**src/rtl/inst_fetch_unit_if.sv**
```systemverilog
// inst_fetch_unit_if: instruction-memory bus and decode-side handshake of the
// fetch unit. master = fetch unit, slave = memory responder / decode side.
interface inst_fetch_unit_if;
    logic        request_o;
    logic [31:0] instAddr_o;
    logic [31:0] inst_i;
    logic        dataOk_i;
    logic        redirect_i;
    logic [31:0] redirectPc_i;
    logic        instValid_o;
    logic [31:0] inst_o;
    logic [31:0] pc_o;
    logic        instReady_i;

    modport master (
        output request_o, instAddr_o, instValid_o, inst_o, pc_o,
        input  inst_i, dataOk_i, redirect_i, redirectPc_i, instReady_i
    );

    modport slave (
        input  request_o, instAddr_o, instValid_o, inst_o, pc_o,
        output inst_i, dataOk_i, redirect_i, redirectPc_i, instReady_i
    );
endinterface

```
**src/rtl/inst_fetch_unit.sv**
```systemverilog
// inst_fetch_unit: sequential instruction fetcher feeding a {pc, inst}
// prefetch FIFO. Handles redirects, including killing an in-flight fetch
// (KILL waits for the orphaned response, then restarts at the held target).
// Optional macro FETCH_BYPASS_EN: a transfer landing on an empty FIFO is
// presented to decode combinationally in the same cycle.
module inst_fetch_unit #(
    parameter logic [31:0] RESET_PC   = 32'h0000_0000,
    parameter int          FIFO_DEPTH = 4
) (
    input logic               clk,
    input logic               reset,
    inst_fetch_unit_if.master bus
);
    localparam int PW = $clog2(FIFO_DEPTH);
    localparam int CW = PW + 1;
    localparam logic [CW-1:0] DEPTH_C = CW'(FIFO_DEPTH);

    typedef enum logic [1:0] {IDLE, REQ, KILL} state_t;

    state_t        state, state_nxt;
    logic [31:0]   req_addr, pend_pc, redir_pc;
    logic [31:0]   mem_pc   [FIFO_DEPTH];
    logic [31:0]   mem_inst [FIFO_DEPTH];
    logic [PW-1:0] rd_ptr, wr_ptr, rd_nxt, wr_nxt;
    logic [CW-1:0] count, count_nxt, remain;
    logic          head_vld;
    logic [31:0]   head_pc, head_inst;
    logic          flush, xfer_ok, push, pop, bypass_take;

    assign redir_pc = bus.redirectPc_i & ~32'h3;
    assign flush    = bus.redirect_i;
    // A completed transfer that is not being discarded by a redirect
    assign xfer_ok  = (state == REQ) && bus.dataOk_i && !flush;

`ifdef FETCH_BYPASS_EN
    logic bypass_hit;
    assign bypass_hit  = xfer_ok && !head_vld;
    assign bypass_take = bypass_hit && bus.instReady_i;
`else
    assign bypass_take = 1'b0;
`endif

    assign push      = xfer_ok && !bypass_take;
    assign pop       = head_vld && bus.instReady_i && !flush;
    assign remain    = count - CW'(pop);
    assign count_nxt = flush ? '0 : remain + CW'(push);
    assign rd_nxt    = flush ? '0 : rd_ptr + PW'(pop);
    assign wr_nxt    = flush ? '0 : wr_ptr + PW'(push);

    // State register
    always_ff @(posedge clk) begin
        if (reset) state <= IDLE;
        else       state <= state_nxt;
    end

    // Next state: request only drops at a transfer boundary
    always_comb begin
        state_nxt = state;
        case (state)
            IDLE: if (!flush && count_nxt < DEPTH_C) state_nxt = REQ;
            REQ: begin
                if (bus.dataOk_i && !flush && count_nxt == DEPTH_C) state_nxt = IDLE;
                else if (!bus.dataOk_i && flush)                     state_nxt = KILL;
            end
            KILL: if (bus.dataOk_i) state_nxt = REQ;
            default: state_nxt = IDLE;
        endcase
    end

    // Outputs: registered head, optionally overridden by the bypass path
    always_comb begin
        bus.request_o   = (state != IDLE);
        bus.instAddr_o  = req_addr;
        bus.instValid_o = head_vld;
        bus.inst_o      = head_inst;
        bus.pc_o        = head_pc;
`ifdef FETCH_BYPASS_EN
        if (bypass_hit) begin
            bus.instValid_o = 1'b1;
            bus.inst_o      = bus.inst_i;
            bus.pc_o        = req_addr;
        end
`endif
    end

    // Fetch address and pending redirect target
    always_ff @(posedge clk) begin
        if (reset) begin
            req_addr <= RESET_PC;
            pend_pc  <= RESET_PC;
        end else begin
            case (state)
                IDLE: if (flush) req_addr <= redir_pc;
                REQ: begin
                    if (bus.dataOk_i) req_addr <= flush ? redir_pc : req_addr + 32'd4;
                    else if (flush)   pend_pc  <= redir_pc;
                end
                KILL: begin
                    if (bus.dataOk_i) req_addr <= flush ? redir_pc : pend_pc;
                    else if (flush)   pend_pc  <= redir_pc;
                end
                default: ;
            endcase
        end
    end

    // FIFO storage (no reset needed; only read once written)
    always_ff @(posedge clk) begin
        if (push) begin
            mem_pc[wr_ptr]   <= req_addr;
            mem_inst[wr_ptr] <= bus.inst_i;
        end
    end

    // FIFO pointers and registered head; head holds its value when empty
    always_ff @(posedge clk) begin
        if (reset) begin
            rd_ptr    <= '0;
            wr_ptr    <= '0;
            count     <= '0;
            head_vld  <= 1'b0;
            head_pc   <= '0;
            head_inst <= '0;
        end else begin
            rd_ptr   <= rd_nxt;
            wr_ptr   <= wr_nxt;
            count    <= count_nxt;
            head_vld <= (count_nxt != '0);
            if (!flush) begin
                if (remain != '0) begin
                    head_pc   <= mem_pc[rd_nxt];
                    head_inst <= mem_inst[rd_nxt];
                end else if (push) begin
                    head_pc   <= req_addr;
                    head_inst <= bus.inst_i;
                end
`ifdef FETCH_BYPASS_EN
                else if (bypass_take) begin
                    head_pc   <= req_addr;
                    head_inst <= bus.inst_i;
                end
`endif
            end
        end
    end
endmodule

```
**src/flat_wrapper.sv**
```systemverilog
// flat-port wrapper written by rule: the top's interface ports become plain ports
module inst_fetch_unit_flat 
#(
    parameter logic [31:0] RESET_PC   = 32'h0000_0000,
    parameter int          FIFO_DEPTH = 4
)
  (clk, reset, bus_request_o, bus_instAddr_o, bus_instValid_o, bus_inst_o, bus_pc_o, bus_inst_i, bus_dataOk_i, bus_redirect_i, bus_redirectPc_i, bus_instReady_i);
  inst_fetch_unit_if bus_i ();
  input logic clk;
  input logic reset;
  output wire logic [$bits(bus_i.request_o)-1:0] bus_request_o;
  output wire logic [$bits(bus_i.instAddr_o)-1:0] bus_instAddr_o;
  output wire logic [$bits(bus_i.instValid_o)-1:0] bus_instValid_o;
  output wire logic [$bits(bus_i.inst_o)-1:0] bus_inst_o;
  output wire logic [$bits(bus_i.pc_o)-1:0] bus_pc_o;
  input wire logic [$bits(bus_i.inst_i)-1:0] bus_inst_i;
  input wire logic [$bits(bus_i.dataOk_i)-1:0] bus_dataOk_i;
  input wire logic [$bits(bus_i.redirect_i)-1:0] bus_redirect_i;
  input wire logic [$bits(bus_i.redirectPc_i)-1:0] bus_redirectPc_i;
  input wire logic [$bits(bus_i.instReady_i)-1:0] bus_instReady_i;
  assign bus_request_o = bus_i.request_o;
  assign bus_instAddr_o = bus_i.instAddr_o;
  assign bus_instValid_o = bus_i.instValid_o;
  assign bus_inst_o = bus_i.inst_o;
  assign bus_pc_o = bus_i.pc_o;
  assign bus_i.inst_i = bus_inst_i;
  assign bus_i.dataOk_i = bus_dataOk_i;
  assign bus_i.redirect_i = bus_redirect_i;
  assign bus_i.redirectPc_i = bus_redirectPc_i;
  assign bus_i.instReady_i = bus_instReady_i;
  inst_fetch_unit #(.RESET_PC(RESET_PC), .FIFO_DEPTH(FIFO_DEPTH)) u_core (.clk(clk), .reset(reset), .bus(bus_i));
endmodule
```
**config.mk**
```make
export PLATFORM = sky130hd
export DESIGN_NAME = inst_fetch_unit_flat
export DESIGN_NICKNAME = d
export VERILOG_FILES = /design/src/rtl/inst_fetch_unit_if.sv /design/src/rtl/inst_fetch_unit.sv /design/src/flat_wrapper.sv
export SDC_FILE = /design/constraint.sdc
export NUM_CORES = 1
export LEC_CHECK = 0
export ABC_AREA = 1
export BUFFER_PORTS_ARGS = -buffer_cell sky130_fd_sc_hd__buf_4
export CORE_AREA = 5 5 183 185
export CTS_BUF_LIST = sky130_fd_sc_hd__clkbuf_8
export DETAILED_ROUTE_END_ITERATION = 6
export DIE_AREA = 0 0 188 190
export PLACE_DENSITY = 0.82
export SLEW_MARGIN = 40
export SYNTH_ARGS = -nofsm -noshare
export SYNTH_HDL_FRONTEND = slang
export SYNTH_SLANG_ARGS = --single-unit
```
**constraint.sdc**
```tcl
create_clock -name clk -period 16.22 [get_ports clk]
set_input_delay 3.244 -clock clk [delete_from_list [all_inputs] [get_ports clk]]
set_output_delay 3.244 -clock clk [all_outputs]
set_load 0.02 [all_outputs]
```
==> flow_results.org, run 1 <==
** Final layout
- The number of antenna diodes in the final layout is 0.
- Synthesis-to-finish area growth :: 16.0%
- Of the cells placed in the final design, the portion with a size suffix greater than 1 is 0.150.
- For this run, the share of the core covered by cells in the final layout is 0.621.
- Layout net count :: 2068

** Timing
- The worst path needs 6660 ps of the cycle, external delays included.
- Number of failing hold endpoints at the final stage :: 0
- Crit share post-route :: 0.410
- Final total negative setup slack :: 0 ps
- Between clock sinks in the finished design, the worst skew comes to 25.5 ps.
- Max_slew headroom :: 0.420
- RSZ-0062 raised after global routing :: no
- Final setup viols :: 0
- The number of max-slew violations in the final report came to 0.
- Static timing analysis puts the maximum clock frequency at 150 MHz.
- At the pin with the least slew margin, the transition time is ~870 ps.

** Die
- The die is about 190 um wide.
- The die covers roughly 36000 sq um.
- The core region is ~32000 sq um.
- For this configuration, the core starts out at a cell density of 0.536.
- Number of primary I/O pins :: between 150 and 200
- Die extent in y :: ~190 um
- Std cell rows :: 66

** Flow run
- Across the run, the number of max-cap violations was 0.

** Yosys
- Synthesis produced a netlist whose cell count is 1856.
- After synthesis, the mean cell area works out to around 9.2 sq um.
- Post-synthesis instance area :: ~17000 sq um
- Dominant combinational cell family by area after synthesis :: simple AND/OR/NAND/NOR gates
- Post-synthesis cell type count :: 37
- Share of synthesized cell area in and, or, nand and nor gates :: 0.224
- Xor and xnor fraction of the mapped netlist area :: 0.00557
- Number of flip-flops and latches in the synthesized netlist :: a little under 400
- Multiplexer share of the synthesized area :: 0
- The synthesized-area fraction occupied by ao, oa, aoi and oai cells is 0.110.
- The share of the Yosys chip area taken by registers is 0.612.
- Number of synthesis warnings :: 0
- Arithmetic-cell share of the synthesized area counting full adders, half adders and majority gates :: 0.00586
- Synthesized net count :: just under 2000

** Place
- In this run the tool buffered the top-level ports with 164 buffer cells.
- DP HPWL :: between 20000 and 30000 um
- At the end of routability-driven placement, the weighted congestion stood at around 0.84.

** Detailed routing
- Count of unresolved DRC violations after routing :: 0
- The routed layout has approximately 14000 vias.
- The detailed router finished its first iteration with roughly 1400 violations.
- Dividing the detail-routed wire length by the instance count gives 18.5 um.
- DR vias/cell :: 5.77
- In this run the remaining antenna-violating nets after routing total 0.
- Detailed-router iteration count before antenna repair :: 6
- Total Routed Length :: around 45000 um

** Global route
- Overall routing resource usage :: 0.245
- For this run the aggregate overflow at the end of global routing stands at 0.
- The first global-routing pass estimated just over 70000 um of wire.
- Maximum number of pins on one net before global-route repair :: just under 80
- The via count of the first global-routing pass is 14100.
- The initial antenna violation count is 0.

** Clock network
- After clock tree synthesis, the flow added hold-fix buffers numbering 0.
- H-tree levels :: 3
- Post-CTS setup buffers :: 0
- Clock tree root buffer cell :: sky130_fd_sc_hd__clkbuf_8
- Once the clock tree was built, the resizer swapped 0 gates to a different size.
- Counting the buffers created by CTS gives 66.
- TritonCTS Sinks :: about 390
- Worst-Skew Late Latency :: around 600 ps
- The clock passes through at most 3 buffers.
- TritonCTS built the clock tree.
- Clock-pin slew on the worst setup and hold paths :: ~70 ps

** Pwr
- Power share of the combinational group :: 0.266
- Switching power share of the total :: 0.364
- Power per Cell Area :: roughly 150 nW/um^2
- Power share of the sequential group :: 0.462
- IR analysis of the VDD net gives a maximum drop of about 0.00013 V.
- Cell internal power was estimated by the tool at about 0.0019 W.
- Of the total power, the clock network draws 0.271.
- Net Switching :: 0.00111 W
- Leakage power of the design :: 7.81 nW

** Critical path
- Data required, critical path :: about 17000 ps
- CP cell instances :: buf_4 > inv_2 > buf_4 > nand3_2 > nor2_1 > ha_1 > xor2_1 > nor3_4 > o21ai_4 > buf_4 > inv_2 > buf_4 > a21oi_1 > a21oi_1
- In this design, the critical path's most frequently occurring cell is sky130_fd_sc_hd__buf_4.
- The slowest stage of the critical path is the sky130_fd_sc_hd__buf_4 cell.
- Kind of launch point of the worst setup path :: input pin
- Critical path start-end classification :: input pin to flop
- Largest stage delay on the critical path :: 600 ps
- STA classifies the critical path endpoint as a flop.
- STA puts the critical path data arrival time at about 7100 ps.
- In this run the worst path has a maximum fanout of between 60 and 70.

** Outcome
- The flow ran to the end, and the final reports show no timing, DRC or antenna violations.

** Worst hold path
- Type of the worst min-delay path :: flop to flop
## logic make-up after synthesis
group	count (synthesis)
and+or+nand+nor	918
DFF	394
AOI/OAI and AO/OA	354
buffers and inverters	172
xor gates and xnor gates	10
adders and majority gates	8
## cells in the final DEF, fill, tap and decap left out, types with 3 or more instances in the layout
| cell | n |
|---|---|
| sky130_fd_sc_hd__a21boi_0 | 4 |
| sky130_fd_sc_hd__nor2_2 | 5 |
| sky130_fd_sc_hd__buf_4 | 179 |
| sky130_fd_sc_hd__nand3_1 | 217 |
| sky130_fd_sc_hd__a31oi_1 | 19 |
| sky130_fd_sc_hd__dfxtp_1 | 138 |
| sky130_fd_sc_hd__inv_8 | 3 |
| sky130_fd_sc_hd__xor2_1 | 6 |
| sky130_fd_sc_hd__o21ai_1 | 13 |
| sky130_fd_sc_hd__o211ai_1 | 11 |
| sky130_fd_sc_hd__clkinv_2 | 7 |
| sky130_fd_sc_hd__ha_1 | 7 |
| sky130_fd_sc_hd__o21ai_0 | 103 |
| sky130_fd_sc_hd__a21oi_1 | 195 |
| sky130_fd_sc_hd__nand2_1 | 573 |
| sky130_fd_sc_hd__inv_1 | 73 |
| sky130_fd_sc_hd__xnor2_1 | 3 |
| sky130_fd_sc_hd__nor2_1 | 96 |
| sky130_fd_sc_hd__clkinv_1 | 6 |
| sky130_fd_sc_hd__nand3b_1 | 5 |
| sky130_fd_sc_hd__edfxtp_1 | 256 |
| sky130_fd_sc_hd__clkbuf_8 | 72 |
| sky130_fd_sc_hd__nor2_4 | 7 |
| sky130_fd_sc_hd__nand4_1 | 3 |
| sky130_fd_sc_hd__inv_2 | 9 |
| sky130_fd_sc_hd__buf_6 | 3 |
## worst max-delay path, delay by kind of cell
kind	cells	cell delay, ps
compound gates	3	420
xor+xnor	1	330
fa+ha+maj	1	200
simple gates	3	500
buf+inv	6	2330
## state kept, by name (all words and copies together), names as in the netlist
signal and count:
u_core.bus.inst_o 32, u_core.bus.instAddr_o 32, u_core.pend_pc 32, u_core.wr_ptr 2
u_core.mem_inst 128, u_core.state 2, u_core.bus.instValid_o 1, u_core.mem_pc 128
u_core.count 3, u_core.rd_ptr 2, u_core.bus.pc_o 32
## routing by layer
metal	track usage	wire, um
met4	0.0999	1190
met3	0.0486	4020
met5	0	0
met2	0.421	22400
met1	0.304	17800
## cell usage after synthesis, drive strengths merged
| master | instances | area [sq um] |
|---|---|---|
| nand4 | 3 | 18.8 |
| o21bai | 2 | 15.0 |
| dfxtp | 138 | 2760 |
| ha | 8 | 100 |
| a311oi | 2 | 17.5 |
| xor2 | 6 | 52.6 |
| and2 | 2 | 12.5 |
| a221oi | 1 | 26.3 |
| a31oi | 19 | 119 |
| o21ai | 118 | 591 |
| nor3 | 3 | 20.0 |
| a21o | 2 | 15.0 |
| nor3b | 2 | 15.0 |
| nand3 | 219 | 1110 |
| a21oi | 195 | 976 |
| nand3b | 5 | 37.5 |
| buf | 67 | 343 |
| edfxtp | 256 | 7690 |
| a21boi | 4 | 30.0 |
| xnor2 | 4 | 42.6 |
| nand2 | 576 | 2170 |
| clkbuf | 50 | 188 |
| nor2 | 108 | 448 |
| o211ai | 11 | 82.6 |
| inv | 55 | 206 |
## stage by stage
step                total power [W]  cells  instance area (sq um)  setup slack (ps)  hold WS (ps)
global route                0.00322   2452                  19800              9380           487
global placement            0.00219   2329                  18500              9250           443
finish                      0.00306   2452                  19800              9560           467
detailed placement          0.00223   2331                  18600              9090           456
floorplan                   0.00190   1856                  17100              7780           434
CTS                         0.00306   2452                  19800              9670           465
## power by group through the flow
stage | combinational (W) | sequential (W) | clock (W)
after floorplan | 0.000451 | 0.00144 | 0
after global placement | 0.000771 | 0.00142 | 0
after detailed placement | 0.000805 | 0.00143 | 0
final | 0.000814 | 0.00141 | 0.000830
after CTS | 0.000811 | 0.00141 | 0.000844
after global routing | 0.000901 | 0.00143 | 0.000888
## layout make-up
type	instances	area, sq um
well taps	408	510
fillers	2559	12100
clock inverters	49	262
repair buffers	184	1420
multi-input cells	1290	5970
clock buffers	72	991
inverters	55	209
flip-flops and latches	394	10500
## final timing paths
kind	from	endpoint	slack, ps	cells past startpoint
setup reg to reg	u_core.bus.instValid_o	u_core.bus.pc_o[0]	12860	11
hold reg to reg	u_core.pend_pc[0]	u_core.pend_pc[0]	470	2
setup / recovery	bus_redirect_i	u_core.bus.pc_o[0]	9560	14
hold / removal	u_core.pend_pc[0]	u_core.pend_pc[0]	470	2
Note: power is estimated with default switching activity, not from simulation.
==> inputs of run 2 (changes only) <==
Settings changed: PLACE_DENSITY 0.82 to 0.85.
Clock period 16.22 ns to 5.8 ns, I/O delays scaled along.
==> run 2 against run 1 <==
Final cell count up 0.20%. Combinational power rose to 2.8 times the previous value. Highest routed layer unchanged. Critical path depth down 1. Clock skew up 7.9 ps. Critical path type unchanged. Largest cell class unchanged. Sequential share of layout area down 0.42 points. Power rose to 2.9 times the previous value. Core utilization up 0.49 points. Setup slack worse by 7600 ps.
==> flow_results.org, run 2 (synthesis gave the netlist of run 1 again) <==
** Timing
- Timing-limited maximum frequency :: around 260 MHz
- Max_slew headroom :: 0.438
- Final setup viols :: 0
- Final total negative setup slack :: 0 ps
- The hold violation count in the final report was 0.
- For the pin with the worst max-slew slack, the measured transition is 844 ps.
- In the post-route analysis, the smallest setup slack over all paths is slightly below 2000 ps.
- The smallest clock period supported by the final layout is computed as between 3000 and 4000 ps.
- Between clock sinks in the finished design, the worst skew comes to 33.4 ps.
- In the finished design, the share of the clock period the worst path needs comes to 0.667.
- Setup repair after global routing left no endpoint under its margin.
- The number of max-slew violations in the final report was 0.

** Clock network
- Clock tree root buffer cell :: sky130_fd_sc_hd__clkbuf_8
- Hold_buf cts :: 0
- The clock net in this run drives a total of 394 sinks.
- Number of buffers between clock root and the deepest sink :: 3
- Post_cts resized :: 0
- Clock-pin slew on the worst setup and hold paths :: approximately 60 ps
- CTS buffer count :: 66
- Post-CTS setup buffers :: 0
- TritonCTS built the clock tree.
- H-tree levels :: 3
- At the later pin of the worst-skew pair, clock insertion delay measures between 500 and 600 ps.

** Place
- Timing analysis after detailed placement gives a worst setup slack of ~1400 ps.
- Count of input and output buffers :: around 160
- Routability-driven placement finished with a final weighted congestion of ~0.84.
- DP HPWL :: roughly 26000 um

** Critical path
- Of all nets on the critical path, the largest fanout is 48.
- On the worst path, the slowest cell contributes a delay of between 500 and 600 ps.
- STA classifies the critical path startpoint as an input pin.
- Among the stages of the critical path, the cell type that occurs most often is sky130_fd_sc_hd__buf_4.
- The startpoint identified for the worst register-to-register timing path is u_core.bus.instValid_o.
- Worst path bufs/invs :: 5
- Top delay family on crit path :: buffers and inverters
- CP cell instances :: buf_4 > inv_2 > nand3_2 > nor2_1 > ha_1 > xor2_1 > nor3_4 > buf_4 > o21ai_4 > inv_2 > buf_4 > a21oi_1 > a21oi_1
- Worst Path Arrival :: ~4400 ps
- The worst setup path is captured at a flop.
- The worst register-to-register path has a depth of 11.
- RR Endpoint :: u_core.bus.pc_o[3]
- Setup slack on the worst reg-to-reg path comes out at around 2600 ps.
- Critical path start-end classification :: input pin to flop
- Slowest stage cell, crit path :: sky130_fd_sc_hd__buf_4
- Data required, critical path :: between 6000 and 7000 ps

** Global route
- For this run, the total global-route usage over all layers was measured as 0.243.
- The first global-routing pass estimated roughly 70000 um of wire.
- Initial antenna violation count :: 0
- Entering global routing, the biggest net connects 101 pins.
- Remaining Overflow, GRT :: 0
- The via count of the first global-routing pass is between 10000 and 15000.

** Die
- The total area inside the core boundary comes to about 32000 sq um.
- Die extent in y :: about 190 um
- Total Die Area :: between 30000 and 40000 sq um
- Number of primary I/O pins :: roughly 170
- Initial core utilization :: 0.536
- The initialized floorplan defines between 60 and 70 standard-cell rows.
- DIE WIDTH :: around 190 um

** Final layout
- Most common cell after layout, fill and taps aside :: sky130_fd_sc_hd__nand2_1
- At the end of the flow the core is filled with cells to 0.626.
- The number of antenna diodes in the final layout is 0.
- For this run, the post-layout net count is around 2100.
- The library cells used most frequently in the layout, excluding fill and tap cells, are sky130_fd_sc_hd__nand2_1, sky130_fd_sc_hd__edfxtp_1, sky130_fd_sc_hd__nand3_1.
- Synthesis-to-finish area growth :: 16.9%
- In the final layout, the share of cells above drive strength 1 is 0.158.
- Largest registers :: u_core.mem_inst (128), u_core.mem_pc (128)

** Detailed routing
- The count of nets left with antenna violations once routing finished came out at 0.
- Wire length per cell after detailed routing :: around 18 um
- The final layout contains routed wiring with a total length of roughly 45000 um.
- After detailed routing, the number of vias per cell comes to between 5 and 6.
- Via count :: between 10000 and 15000
- For this block, the initial DRC count from the detailed router was 1521.
- Count of unresolved DRC violations after routing :: 0
- Detailed-router iteration count before antenna repair :: 6

** Flow run
- Max-cap violations in this run came to 0.

** Worst hold path
- The worst hold path begins at u_core.pend_pc[0].
- Type of the worst min-delay path :: flop to flop
- The worst hold path was traced through 2 stages.
- WHS Endpoint :: u_core.pend_pc[0]

** Outcome
- Result of the run :: completed

** Pwr
- Leakage power of the design :: approximately 8 nW
- Dividing total power by cell area gives a power density of approximately 440 nW/um^2.
- Peak supply drop :: between 0.0004 and 0.0005 V
run 2: final cells by class:
cell class                      count  area (sq um)
Clock inverter                     43           308
Sequential cell                   394         10500
Fill cell                        2499         11900
Multi-Input combinational cell   1290          5960
Tap cell                          408           510
Inverter                           55           209
Clock buffer                       78          1070
Timing Repair Buffer              189          1450
run 2: report_power, final:
part           internal, W  leakage, nW  switching, W
combinational     0.000794         3.63       0.00146
clock              0.00141        0.750       0.00111
sequential         0.00345         3.45      0.000497
total              0.00566         7.83       0.00306
run 2: worst register-to-register path, stage by stage (launching register included):
cell	delay, ps
sky130_fd_sc_hd__dfxtp_1	410
sky130_fd_sc_hd__nand3_2	140
sky130_fd_sc_hd__nor2_1	110
sky130_fd_sc_hd__ha_1	170
sky130_fd_sc_hd__xor2_1	120
sky130_fd_sc_hd__nor3_4	200
sky130_fd_sc_hd__buf_4	520
sky130_fd_sc_hd__o21ai_4	120
sky130_fd_sc_hd__inv_2	420
sky130_fd_sc_hd__buf_4	540
sky130_fd_sc_hd__a21oi_1	140
sky130_fd_sc_hd__a21oi_1	200
run 2: worst max path at each step:
| stage | startpoint | depth (start not counted) | endpoint | slack [ps] |
|---|---|---|---|---|
| after floorplan | bus_dataOk_i | 4 | u_core.mem_inst[0][0] | -560 |
| after global routing | bus_redirect_i | 13 | u_core.bus.pc_o[3] | 1730 |
| after detailed placement | bus_redirect_i | 13 | u_core.bus.pc_o[18] | 1430 |
| after CTS | bus_redirect_i | 13 | u_core.bus.pc_o[3] | 1960 |
| final | bus_redirect_i | 13 | u_core.bus.pc_o[3] | 1930 |
| after global placement | bus_redirect_i | 12 | u_core.bus.pc_o[27] | 1530 |
run 2: stage by stage:
step | hold slack, ps | area (sq um) | std cells | total power [W]
after floorplan | 434 | 17100 | 1856 | 0.00530
after global placement | 443 | 18600 | 2335 | 0.00612
after detailed placement | 448 | 18600 | 2336 | 0.00621
after CTS | 457 | 20000 | 2457 | 0.00872
after global routing | 508 | 20000 | 2457 | 0.00916
final | 460 | 20000 | 2457 | 0.00872
run 2: routing by layer:
layer | global-route usage | up-vias | routed length [um]
met4 | 0.109 | 0 | 1270
met5 | 0 | - | 0
met3 | 0.0466 | 108 | 4510
li1 | - | 6659 | -
met1 | 0.301 | 6695 | 17000
met2 | 0.415 | 825 | 22200
